$ cat src/rtl/pll_reconfig_ctrl.sv
// pll_reconfig_ctrl: reset/lock sequencer and divider-select driver for the
// GW1NR-9 rPLL with dynamic IDIV/FBDIV/ODIV selects. Runs on the board clock.
// Lock is qualified by a stability window, retried on timeout, and parked in
// FAIL (PLL held in reset) after too many failed attempts.
module pll_reconfig_ctrl #(
  parameter int INIT_IDIV    = 2,
  parameter int INIT_FBDIV   = 0,
  parameter int INIT_ODIV    = 48,
  parameter int RESET_CYCLES = 16,
  parameter int LOCK_TIMEOUT = 65535,
  parameter int LOCK_STABLE  = 256,
  parameter int MAX_RETRY    = 3
) (
  input  logic       clk,
  input  logic       rst,
  input  logic       req_valid,
  output logic       req_ready,
  input  logic [5:0] req_idiv,
  input  logic [5:0] req_fbdiv,
  input  logic [5:0] req_odiv,
  input  logic       pll_lock,
  output logic       pll_reset,
  output logic [5:0] pll_idsel,
  output logic [5:0] pll_fbdsel,
  output logic [5:0] pll_odsel,
  output logic       locked,
  output logic       busy,
  output logic       err
);

  localparam int HW = $clog2(RESET_CYCLES + 1);
  localparam int TW = $clog2(LOCK_TIMEOUT + 1);
  localparam int SW = $clog2(LOCK_STABLE + 1);
  localparam int RW = $clog2(MAX_RETRY + 1);

  localparam logic [HW-1:0] HOLD_LAST = HW'(RESET_CYCLES - 1);
  localparam logic [TW-1:0] TO_LIMIT  = TW'(LOCK_TIMEOUT);
  localparam logic [SW-1:0] ST_LIMIT  = SW'(LOCK_STABLE);
  localparam logic [RW-1:0] RT_LIMIT  = RW'(MAX_RETRY);

  typedef struct packed {
    logic [5:0] idiv;
    logic [5:0] fbdiv;
    logic [5:0] odiv;
  } div_codes_t;

  typedef enum logic [2:0] {S_HOLD, S_WAIT, S_STABLE, S_RUN, S_FAIL} state_t;

  localparam div_codes_t INIT_CODES = {6'(INIT_IDIV), 6'(INIT_FBDIV), 6'(INIT_ODIV)};

  state_t          state_q, state_n;
  div_codes_t      codes_q, codes_n;
  logic [HW-1:0]   hold_q, hold_n;
  logic [TW-1:0]   to_q, to_n;
  logic [SW-1:0]   st_q, st_n;
  logic [RW-1:0]   retry_q, retry_n;
  logic            lock_meta, lock_s;
  logic            timeout, accept;

  // Two-flop synchronizer for the asynchronous PLL LOCK
  always_ff @(posedge clk) begin
    if (rst) begin
      lock_meta <= 1'b0;
      lock_s    <= 1'b0;
    end else begin
      lock_meta <= pll_lock;
      lock_s    <= lock_meta;
    end
  end

  // State, divider codes and sequence counters
  always_ff @(posedge clk) begin
    if (rst) begin
      state_q <= S_HOLD;
      codes_q <= INIT_CODES;
      hold_q  <= '0;
      to_q    <= '0;
      st_q    <= '0;
      retry_q <= '0;
    end else begin
      state_q <= state_n;
      codes_q <= codes_n;
      hold_q  <= hold_n;
      to_q    <= to_n;
      st_q    <= st_n;
      retry_q <= retry_n;
    end
  end

  // Next state and counter updates; an accepted request overrides everything
  always_comb begin
    state_n = state_q;
    codes_n = codes_q;
    hold_n  = hold_q;
    to_n    = to_q;
    st_n    = st_q;
    retry_n = retry_q;
    // Deadline is hit on the cycle whose increment lands on LOCK_TIMEOUT;
    // it takes priority over any lock progress made on that same cycle.
    timeout = ((to_q + TW'(1)) == TO_LIMIT);
    accept  = req_valid && (state_q == S_RUN || state_q == S_FAIL);
    case (state_q)
      S_HOLD: begin
        if (hold_q == HOLD_LAST) begin
          state_n = S_WAIT;
          to_n    = '0;
        end else begin
          hold_n = hold_q + HW'(1);
        end
      end
      S_WAIT, S_STABLE: begin
        to_n = to_q + TW'(1);
        if (timeout) begin
          retry_n = retry_q + RW'(1);
          hold_n  = '0;
          state_n = ((retry_q + RW'(1)) < RT_LIMIT) ? S_HOLD : S_FAIL;
        end else if (state_q == S_WAIT) begin
          if (lock_s) begin
            state_n = S_STABLE;
            st_n    = '0;
          end
        end else if (!lock_s) begin
          state_n = S_WAIT;
        end else if ((st_q + SW'(1)) == ST_LIMIT) begin
          state_n = S_RUN;
          retry_n = '0;
        end else begin
          st_n = st_q + SW'(1);
        end
      end
      S_RUN: begin
        if (!lock_s) begin
          state_n = S_HOLD;
          hold_n  = '0;
        end
      end
      default: ;
    endcase
    if (accept) begin
      codes_n = {req_idiv, req_fbdiv, req_odiv};
      state_n = S_HOLD;
      hold_n  = '0;
      retry_n = '0;
    end
  end

  // Outputs decoded from state; selects are the inverted stored codes
  always_comb begin
    pll_reset  = 1'b0;
    locked     = 1'b0;
    busy       = 1'b0;
    err        = 1'b0;
    req_ready  = 1'b0;
    case (state_q)
      S_HOLD:           begin pll_reset = 1'b1; busy = 1'b1; end
      S_WAIT, S_STABLE: busy = 1'b1;
      S_RUN:            begin locked = 1'b1; req_ready = 1'b1; end
      S_FAIL:           begin err = 1'b1; pll_reset = 1'b1; req_ready = 1'b1; end
      default: ;
    endcase
    pll_idsel  = ~codes_q.idiv;
    pll_fbdsel = ~codes_q.fbdiv;
    pll_odsel  = ~codes_q.odiv;
  end

endmodule

$ cat config.mk
export PLATFORM = sky130hd
export DESIGN_NAME = pll_reconfig_ctrl
export DESIGN_NICKNAME = d
export VERILOG_FILES = /design/src/rtl/pll_reconfig_ctrl.sv
export SDC_FILE = /design/constraint.sdc
export NUM_CORES = 1
export LEC_CHECK = 0
export CAP_MARGIN = 20
export CORE_MARGIN = 2
export CORE_UTILIZATION = 50
export DETAILED_ROUTE_END_ITERATION = 8
export DONT_BUFFER_PORTS = 1
export PLACE_DENSITY_LB_ADDON = 0.12
export SYNTH_ARGS = -nofsm -noshare
export SYNTH_HDL_FRONTEND = slang
export SYNTH_SLANG_ARGS = --single-unit
$ cat constraint.sdc
create_clock -name clk -period 2.15 [get_ports clk]
set_input_delay 0.43 -clock clk [delete_from_list [all_inputs] [get_ports clk]]
set_output_delay 0.43 -clock clk [all_outputs]
set_load 0.01 [all_outputs]
Word level (Yosys, flattened, before mapping)
Cells that the tools add are included.
{"block": "totals", "regBits": 55, "latchBits": 0, "ramBits": 0, "rom_bits": 0, "input_bits": 22, "out_inout_bits": 23, "word_cells": 79, "mem_count": 0}
{"block": "classes", "add_sub_neg": 4, "multipliers": 0, "div_mod_pow": 0, "magnitude_cmp": 1, "eq_ne": 15, "n_shift": 0, "muxes": 28, "n_bitwise": 4, "reduce_logical": 17}
{"op": "$mux W9", "n": 4}
{"op": "$pmux W16 S2", "n": 1}
{"op": "$mux W3", "n": 8}
{"op": "$not A6 Y6", "n": 3}
{"op": "$add A16 B1 Y16 const B", "n": 1}
{"op": "$eq A16 B16 Y1 const B", "n": 1}
{"op": "$mux W16", "n": 1}
{"op": "$mux W5", "n": 3}
{"op": "$pmux W5 S3", "n": 1}
{"op": "$ne A2 B2 Y1 const B", "n": 6}
{"op": "$reduce_and A4 Y1", "n": 3}
{"op": "$add A9 B1 Y9 const B", "n": 1}
{"op": "$eq A9 B9 Y1 const B", "n": 1}
{"op": "$pmux W3 S3", "n": 1}
{"op": "$mux W2", "n": 4}
{"op": "$reduce_or A2 Y1", "n": 4}
{"op": "$eq A3 B2 Y1 const B", "n": 2}
{"op": "$reduce_bool A2 Y1", "n": 3}
{"op": "$add A5 B1 Y5 const B", "n": 1}
{"op": "$eq A5 B4 Y1 const B", "n": 1}
{"op": "$mux W1", "n": 5}
{"op": "$ne A5 B5 Y1 const B", "n": 1}
{"op": "$reduce_and A5 Y1", "n": 1}
{"op": "$ne A4 B4 Y1 const B", "n": 1}
{"op": "other kinds (11)", "n": 11}

Depth between registers and ports, before layout
Gate-level depths: netlist of run 1.
{"block": "depth", "ltp_word": 7, "mapped_depth": 11, "depth_no_buf": 9}

Worst setup path after synthesis of run 1
No wires, ideal clock.
{"block": "synth_path", "kind": "register to register", "from": "register to_q[1]", "to": "register st_q[4]", "t_arrival_ns": 2.092, "t_required_ns": 2.031, "slack_ns": -0.061, "path_stages_with_launch": 10, "period_less_slack_ns": 2.211, "cell_sequence": "dfxtp_1 ha_1 nand3_2 or4_1 o211ai_2 and3_1 buf_4 buf_6 nor3b_1 o221a_1"}
{"block": "synth_between", "elab_chain_cells": 4}
{"item": "from (decl)", "line_no": "54", "text": "logic [TW-1:0] to_q, to_n;"}
{"item": "from (signal assigned)", "line_no": "84", "text": "to_q <= to_n;"}
{"item": "$add A16 B1 Y16", "line_no": "100", "text": "timeout = ((to_q + TW'(1)) == TO_LIMIT);"}
{"item": "$eq A16 B16 Y1", "line_no": "100"}
{"item": "$not A1 Y1 (no line)"}
{"item": "$reduce_and A4 Y1 (no line)"}
{"item": "to (signal assigned)", "line_no": "85", "text": "st_q <= st_n;"}
{"item": "to (decl)", "line_no": "55", "text": "logic [SW-1:0] st_q, st_n;"}
Every way passes these cells.
A chain may end at the register's enable or synchronous reset.

Final worst setup path of run 1
{"block": "layout_path", "from": "register hold_q[1]", "to": "register hold_q[0]"}
{"block": "layout_between", "elab_chain_cells": 3}
{"item": "from (decl)", "line_no": "53", "text": "logic [HW-1:0] hold_q, hold_n;"}
{"item": "from (signal assigned)", "line_no": "83", "text": "hold_q <= hold_n;"}
{"item": "$eq A5 B4 Y1", "line_no": "104", "text": "if (hold_q == HOLD_LAST) begin"}
{"item": "$ne A2 B2 Y1 (no line)"}
{"item": "$reduce_and A4 Y1 (no line)"}
Every way passes these cells.

==> results of run 1 <==
-- layer usage --
metal / GRT usage / vias to the layer above / wire length, um
met5: 0 / - / 0
met4: 0.0466 / 0 / 23
met3: 0.0498 / 2 / 212
met2: 0.359 / 47 / 3250
met1: 0.280 / 1245 / 3210
li1: - / 1345 / -
-- kinds of logic (layout without fill, tap and decap cells) --
family | Yosys count | after routing | synth area share
AO/OA/AOI/OAI | 96 | 96 | 0.211
XOR/XNOR | 3 | 3 | 0.00918
adder cells (fa/ha/maj) | 6 | 6 | 0.0262
buffers and inverters | 48 | 70 | 0.0725
flip-flops | 55 | 55 | 0.384
AND/OR/NAND/NOR | 166 | 166 | 0.297
-- how the worst max path moves through the flow --
stage	endpoint	slack [ps]	cells past startpoint
finish	hold_q[0]	40	8
global route	hold_q[0]	-50	9
detailed placement	retry_q[1]	-100	7
CTS	hold_q[1]	0.5	9
global placement	retry_q[0]	-90	7
floorplan	st_q[4]	30	9
-- final cells by class --
class	instances	area [sq um]	area share
clock buffers	5	68.8	0.0205
clock inverters	3	31.3	0.00930
inverters	25	93.8	0.0279
multi-input cells	271	1670	0.497
flip-flops and latches	55	1120	0.332
well taps	72	90.1	0.0268
repair buffers	37	290	0.0863
-- cells in the mapped netlist (6+ instances only) --
cell / number / area (sq um)
nand2_1: 62 / 233
dfxtp_1: 55 / 1100
a21oi_1: 40 / 200
nor2_1: 28 / 105
inv_1: 25 / 93.8
o21ai_0: 22 / 110
clkbuf_1: 13 / 48.8
nor3_1: 9 / 45.0
nand3_1: 8 / 40.0
or3_1: 8 / 50.1
buf_2: 7 / 35.0
ha_1: 6 / 75.1
nor2b_1: 6 / 37.5
nor4_1: 6 / 37.5
-- flip-flops by register name, summed over array words and instances, names as in the netlist --
register and cells:
hold_q 5, st_q 9, retry_q 2, state_q 3
lock_s 1, codes_q 18, lock_meta 1, to_q 16
-- power by group --
part,switching [mW],total (mW),internal (mW)
logic,0.0152,0.0292,0.0140
registers,0.00456,1.03,1.02
clock network,0.394,0.643,0.249
-- critical path, delay by kind of cell (launching register included) --
| family | cells | cell delay, ps |
|---|---|---|
| fa+ha+maj | 2 | 360 |
| simple gates | 3 | 930 |
| compound gates | 3 | 380 |
| flops | 1 | 350 |
-- per-stage QoR --
| stage | power [mW] | utilization | setup TNS [ps] |
|---|---|---|---|
| after detailed placement | 1.08 | 0.566 | -261 |
| after CTS | 1.72 | 0.587 | 0 |
| after floorplan | 1.08 | - | 0 |
| after global routing | 1.76 | 0.611 | -174 |
| after global placement | 1.08 | 0.566 | -187 |
| final | 1.70 | 0.611 | 0 |
-- repair_timing --
| item | 4_1_cts | 5_1_grt |
|---|---|---|
| setup buffers | 0 | 2 |
| pin swaps | 0 | 10 |
| gates cloned | 0 | 0 |
| resized for setup | 4 | 31 |
| endpoints found under the setup margin | 10 | 18 |
==> metrics.md, run 1 <==
| Metric | Value |
|---|---|
| Post-synthesis cell area | `roughly 2900 sq um` |
| Critical path class | `reg2reg` |
| Cts bufs inserted | `5` |
| Worst-path clk slew | `110 ps` |
| CP max FO | `7` |
| Root Buffer | `clkbuf_8` |
| Clock skew | `roughly 9.7 ps` |
| Largest net degree at the start of global routing | `38` |
| Worst hold slack | `157 ps` |
| R2R setup slack | `40 ps` |
| Synthesized flop and latch total | `between 50 and 60` |
| VDD IR-drop max | `between 0.0003 and 0.0004 V` |
| Final worst-path setup slack | `roughly 44 ps` |
| Filler cell count | `a little under 500` |
| DR vias/cell | `~5.6` |
| Clk_lat worst skew | `320 ps` |
| CTS Hold Buffers Added | `0` |
| I/O pins | `45` |
| Die width | `approximately 80 um` |
| Longest Clk Path Bufs | `2` |
| CP max stage cell | `or3_1` |
| Fmax | `between 400 and 500 MHz` |
| Max-slew violation count | `0` |
| Worst setup EP type | `flop` |
| Hold path depth | `1` |
| Max Cap Viol | `0` |
| Port bufs | `0` |
| Arr. time, crit path | `2350 ps` |
| Hold WC Path Type | `in2reg` |
| HPWL Detailed | `4.48 mm` |
| Worst Hold Path EP | `st_q[1]` |
| Vias in the first global route | `2,557` |
| Cells after synthesis | `approximately 370` |
| Most common cell after layout, fill and taps aside | `nand2_1` |
| RSZ-0062 raised after global routing | `true` |
| Reg2reg path depth | `8` |
| ANT cells | `0` |
| Initial DRC count | `around 130` |
| Final wirelength | `between 6 and 7 mm` |
| Final setup violating endpoints | `0` |
| First-pass GRT wire length | `between 10 and 15 mm` |
| Syn_area_per_cell | `around 7.7 sq um` |
| Most frequent cells in the layout | `nand2_1, dfxtp_1, a21oi_1` |
| Crit-path max cell delay | `about 400 ps` |
| Fin area | `about 3400 sq um` |
| Fin crit period | `2110 ps` |
| FF-to-FF Start | `hold_q[1]` |
| Placed Cells | `458` |
| Vias | `between 2,000 and 3,000` |
| # nets final | `between 400 and 500` |
| Core Area | `around 5500 sq um` |
| Yosys cell types | `53` |
| Clk sink count | `55` |
| Share of post-route cells with drive strength above 1 | `0.220` |
| Tot GR Track Use | `0.214` |
| Initial Util | `0.520` |
| Outcome | `finished clean` |
| Ys Warns | `0` |
| Die Area | `around 6300 sq um` |
| Hold path startpoint | `rst` |
| H-tree Lvls | `2` |
| DR WL/cell | `around 14 um` |
| Reg2reg end | `hold_q[0]` |
| Layout area overhead | `17.4%` |
| Pre-antenna DRT Iters | `4` |
| Non-filler cells, final | `around 470` |
| Post-place setup slack | `-96.3 ps` |
| CTS tree | `yes` |
| Drt drc | `0` |
| Crit path from | `hold_q[1]` |
| FP Rows | `27` |
| Pleak | `between 1 and 1.5 nW` |
| Ys async rst share | `0` |
| Syn nets | `402` |
| Worst Tran Pin Value | `between 500 and 600 ps` |
| EDFF count, synth | `0` |
| GR Overflow Total | `0` |
| Rel. slew slack | `0.625` |
| Fin crit share | `0.979` |
| Placed cell area | `~3100 sq um` |
| Crit path required time | `around 2400 ps` |
| Startpoint Class | `flop` |
| Antenna violations before repair | `0` |
| Final hold viol count | `0` |
| Worst-path cell chain | `ha_1 -> and3_1 -> ha_2 -> or3_4 -> a21oi_4 -> a31oi_4 -> or3_1 -> a21oi_2` |
| PD cells | `about 510 nW/um^2` |
| ANT nets after route | `0` |
| RePlAce Congestion | `about 0.81` |
| Sequential fraction of the synthesis area | `0.384` |
| Predominant post-synthesis flop cell | `dfxtp_1` |
| Die height | `roughly 80 um` |
(Power assumes the default switching activity.)
==> run 2: changes to the inputs <==
--- a/config.mk
+++ b/config.mk
@@ -5,9 +5,8 @@
 export SDC_FILE = /design/constraint.sdc
 export NUM_CORES = 1
 export LEC_CHECK = 0
-export CAP_MARGIN = 20
 export CORE_MARGIN = 2
-export CORE_UTILIZATION = 50
+export CORE_UTILIZATION = 46
 export DETAILED_ROUTE_END_ITERATION = 8
 export DONT_BUFFER_PORTS = 1
 export PLACE_DENSITY_LB_ADDON = 0.12
==> run 2 against run 1 <==
Effect of this change: clock power fell by 2%; fmax down 0.90%; power down 1.0%; die area up 8.2%; critical endpoint is now hold_q[4].
==> metrics.md, run 2 (synthesis results as in run 1) <==
| Metric | Value |
|---|---|
| Outcome | `finished clean` |
| Largest net degree at the start of global routing | `38 (unchanged)` |
| Crit path required time | `2400 ps (about the same)` |
| Initial Util | `0.481 (-0.0392)` |
| Most common cell after layout, fill and taps aside | `nand2_1` |
| FP Rows | `28 (+3.7%)` |
| H-tree Lvls | `2 (unchanged)` |
| Max Cap Viol | `0 (unchanged)` |
| R2R setup slack | `30 ps (-20 ps)` |
| Pleak | `1.17 nW (+4.9%)` |
| Drt drc | `0 (unchanged)` |
| Fmax | `471 MHz (-0.90%)` |
| Max-slew violation count | `0 (unchanged)` |
| Fin crit period | `2120 ps (+19.0 ps)` |
| Non-filler cells, final | `474 (+1.3%)` |
| Worst Tran Pin Value | `608 ps (+48.6 ps)` |
| Worst setup EP type | `flop` |
| Initial DRC count | `146 (+9.0%)` |
| Number of flip-flops in the largest register | `18 (unchanged)` |
| Multi-input gate area | `1730 sq um (+3.4%)` |
| Most frequent cells in the layout | `nand2_1, dfxtp_1, a21oi_1` |
| # nets final | `426 (+0.71%)` |
| Rel. slew slack | `0.593 (-0.0325)` |
| Die width | `82.9 um (+4.0%)` |
| Tot GR Track Use | `0.188 (-0.0261)` |
| Layout area overhead | `21.4%` |
| GR Overflow Total | `0 (unchanged)` |
| Vias in the first global route | `2,487 (-2.7%)` |
| CP max FO | `5 (-2)` |
| Startpoint Class | `flop` |
| First-pass GRT wire length | `11.1 mm (+1.6%)` |
| Hold WC Path Type | `in2reg` |
| Fin crit share | `0.988 (+0.00885)` |
| ANT cells | `0 (unchanged)` |
| RSZ-0062 raised after global routing | `true` |
| Arr. time, crit path | `2370 ps (+20 ps)` |
| DR vias/cell | `5.63 (-0.22%)` |
| Port bufs | `0 (unchanged)` |
| Final wirelength | `6.82 mm (+1.8%)` |
| Core Area | `5960 sq um (+8.2%)` |
| PD cells | `484 nW/um^2 (-4.3%)` |
| Vias | `2,667 (+1.1%)` |
| Area occupied by registers | `1130 sq um (+0.90%)` |
| RePlAce Congestion | `0.822 (+1.2%)` |
| I/O pins | `45 (unchanged)` |
| Final hold viol count | `0 (unchanged)` |
| Pre-antenna DRT Iters | `4 (unchanged)` |
| Antenna violations before repair | `0 (unchanged)` |
| CTS Hold Buffers Added | `0 (unchanged)` |
| ANT nets after route | `0 (unchanged)` |
| HPWL Detailed | `4.58 mm (+2.2%)` |
| Most flop-heavy register | `codes_q` |
| Biggest regs | `codes_q (18), to_q (16), st_q (9)` |
| Worst hold slack | `165 ps (+7.75 ps)` |
| Share of post-route cells with drive strength above 1 | `0.246 (+0.0259)` |
| Root Buffer | `clkbuf_8` |
| CTS tree | `yes` |
| VDD IR-drop max | `0.000386 V (+2.1%)` |
| DR WL/cell | `14.4 um (+0.52%)` |
| Clock skew | `6.34 ps (-3.32 ps)` |
| Clk sink count | `55 (unchanged)` |
| Clk_lat worst skew | `310 ps (about the same)` |
| Final setup violating endpoints | `0 (unchanged)` |
| Cts bufs inserted | `5 (unchanged)` |
| Filler cell count | `549 (+12%)` |
| Die height | `82.9 um (+4.0%)` |
| Worst-path clk slew | `110 ps (about the same)` |
| Longest Clk Path Bufs | `2 (unchanged)` |
| Die Area | `6870 sq um (+8.2%)` |
| Placed Cells | `461 (+0.66%)` |
| Critical path class | `reg2reg` |
[run 2: changes by cell type in the layout (fill, tap and decap cells not counted), sizes merged]
cell | before | now
inv | 27 | 26
clkinv | 1 | 2
buf | 37 | 40
[run 2: final cells by class]
cell class / count / area share
multi-input cells: 271 / 0.497
flip-flops and latches: 55 / 0.324
repair buffers: 40 / 0.0954
inverters: 25 / 0.0270
well taps: 75 / 0.0270
clock buffers: 5 / 0.0198
clock inverters: 3 / 0.00972
[run 2: power breakdown]
part / internal, mW / switching, mW
registers: 1.02 / 0.00765
logic: 0.0124 / 0.0128
clock network: 0.246 / 0.383
[run 2: final timing paths]
check	from	endpoint	depth (start not counted)
max reg2reg	hold_q[0]	hold_q[4]	8
max	hold_q[0]	hold_q[4]	8
min reg2reg	codes_q[0]	codes_q[0]	2
min	rst	codes_q[14]	1
[run 2: layer usage]
layer,wire length (um),global-route usage,vias to the layer above,share of wire
met2,3280,0.321,43,0.48
met3,248,0.0348,7,0.036
met5,0,0,-,0
met1,3230,0.249,1265,0.47
met4,63,0.0358,0,0.0092
li1,-,-,1352,-
[run 2: repair_timing]
action | in CTS | in global routing
endpoints found under the setup margin | 9 | 25
setup buffers | 0 | 5
gates resized for setup | 4 | 52
pin swaps | 0 | 12
[run 2: through the flow]
stage	power [mW]	utilization	cell area (sq um)	setup slack, ps	TNS (ps)
2_1_floorplan	1.08	-	2870	26.0	0
3_3_place_gp	1.08	0.524	3120	30.7	0
3_5_place_dp	1.08	0.524	3120	-1.21	-1.21
4_1_cts	1.70	0.544	3240	0.147	0
5_1_grt	1.74	0.584	3480	-65.7	-158
6_report	1.68	0.584	3480	25.4	0
[run 2: critical path, cell delays in order (launching register included)]
cell and delay [ps]:
dfxtp_2 360, ha_4 160, and3_4 170, ha_2 170, or3_4 400, a21oi_4 190, a31oi_4 60, or3_4 410
a21oi_2 130
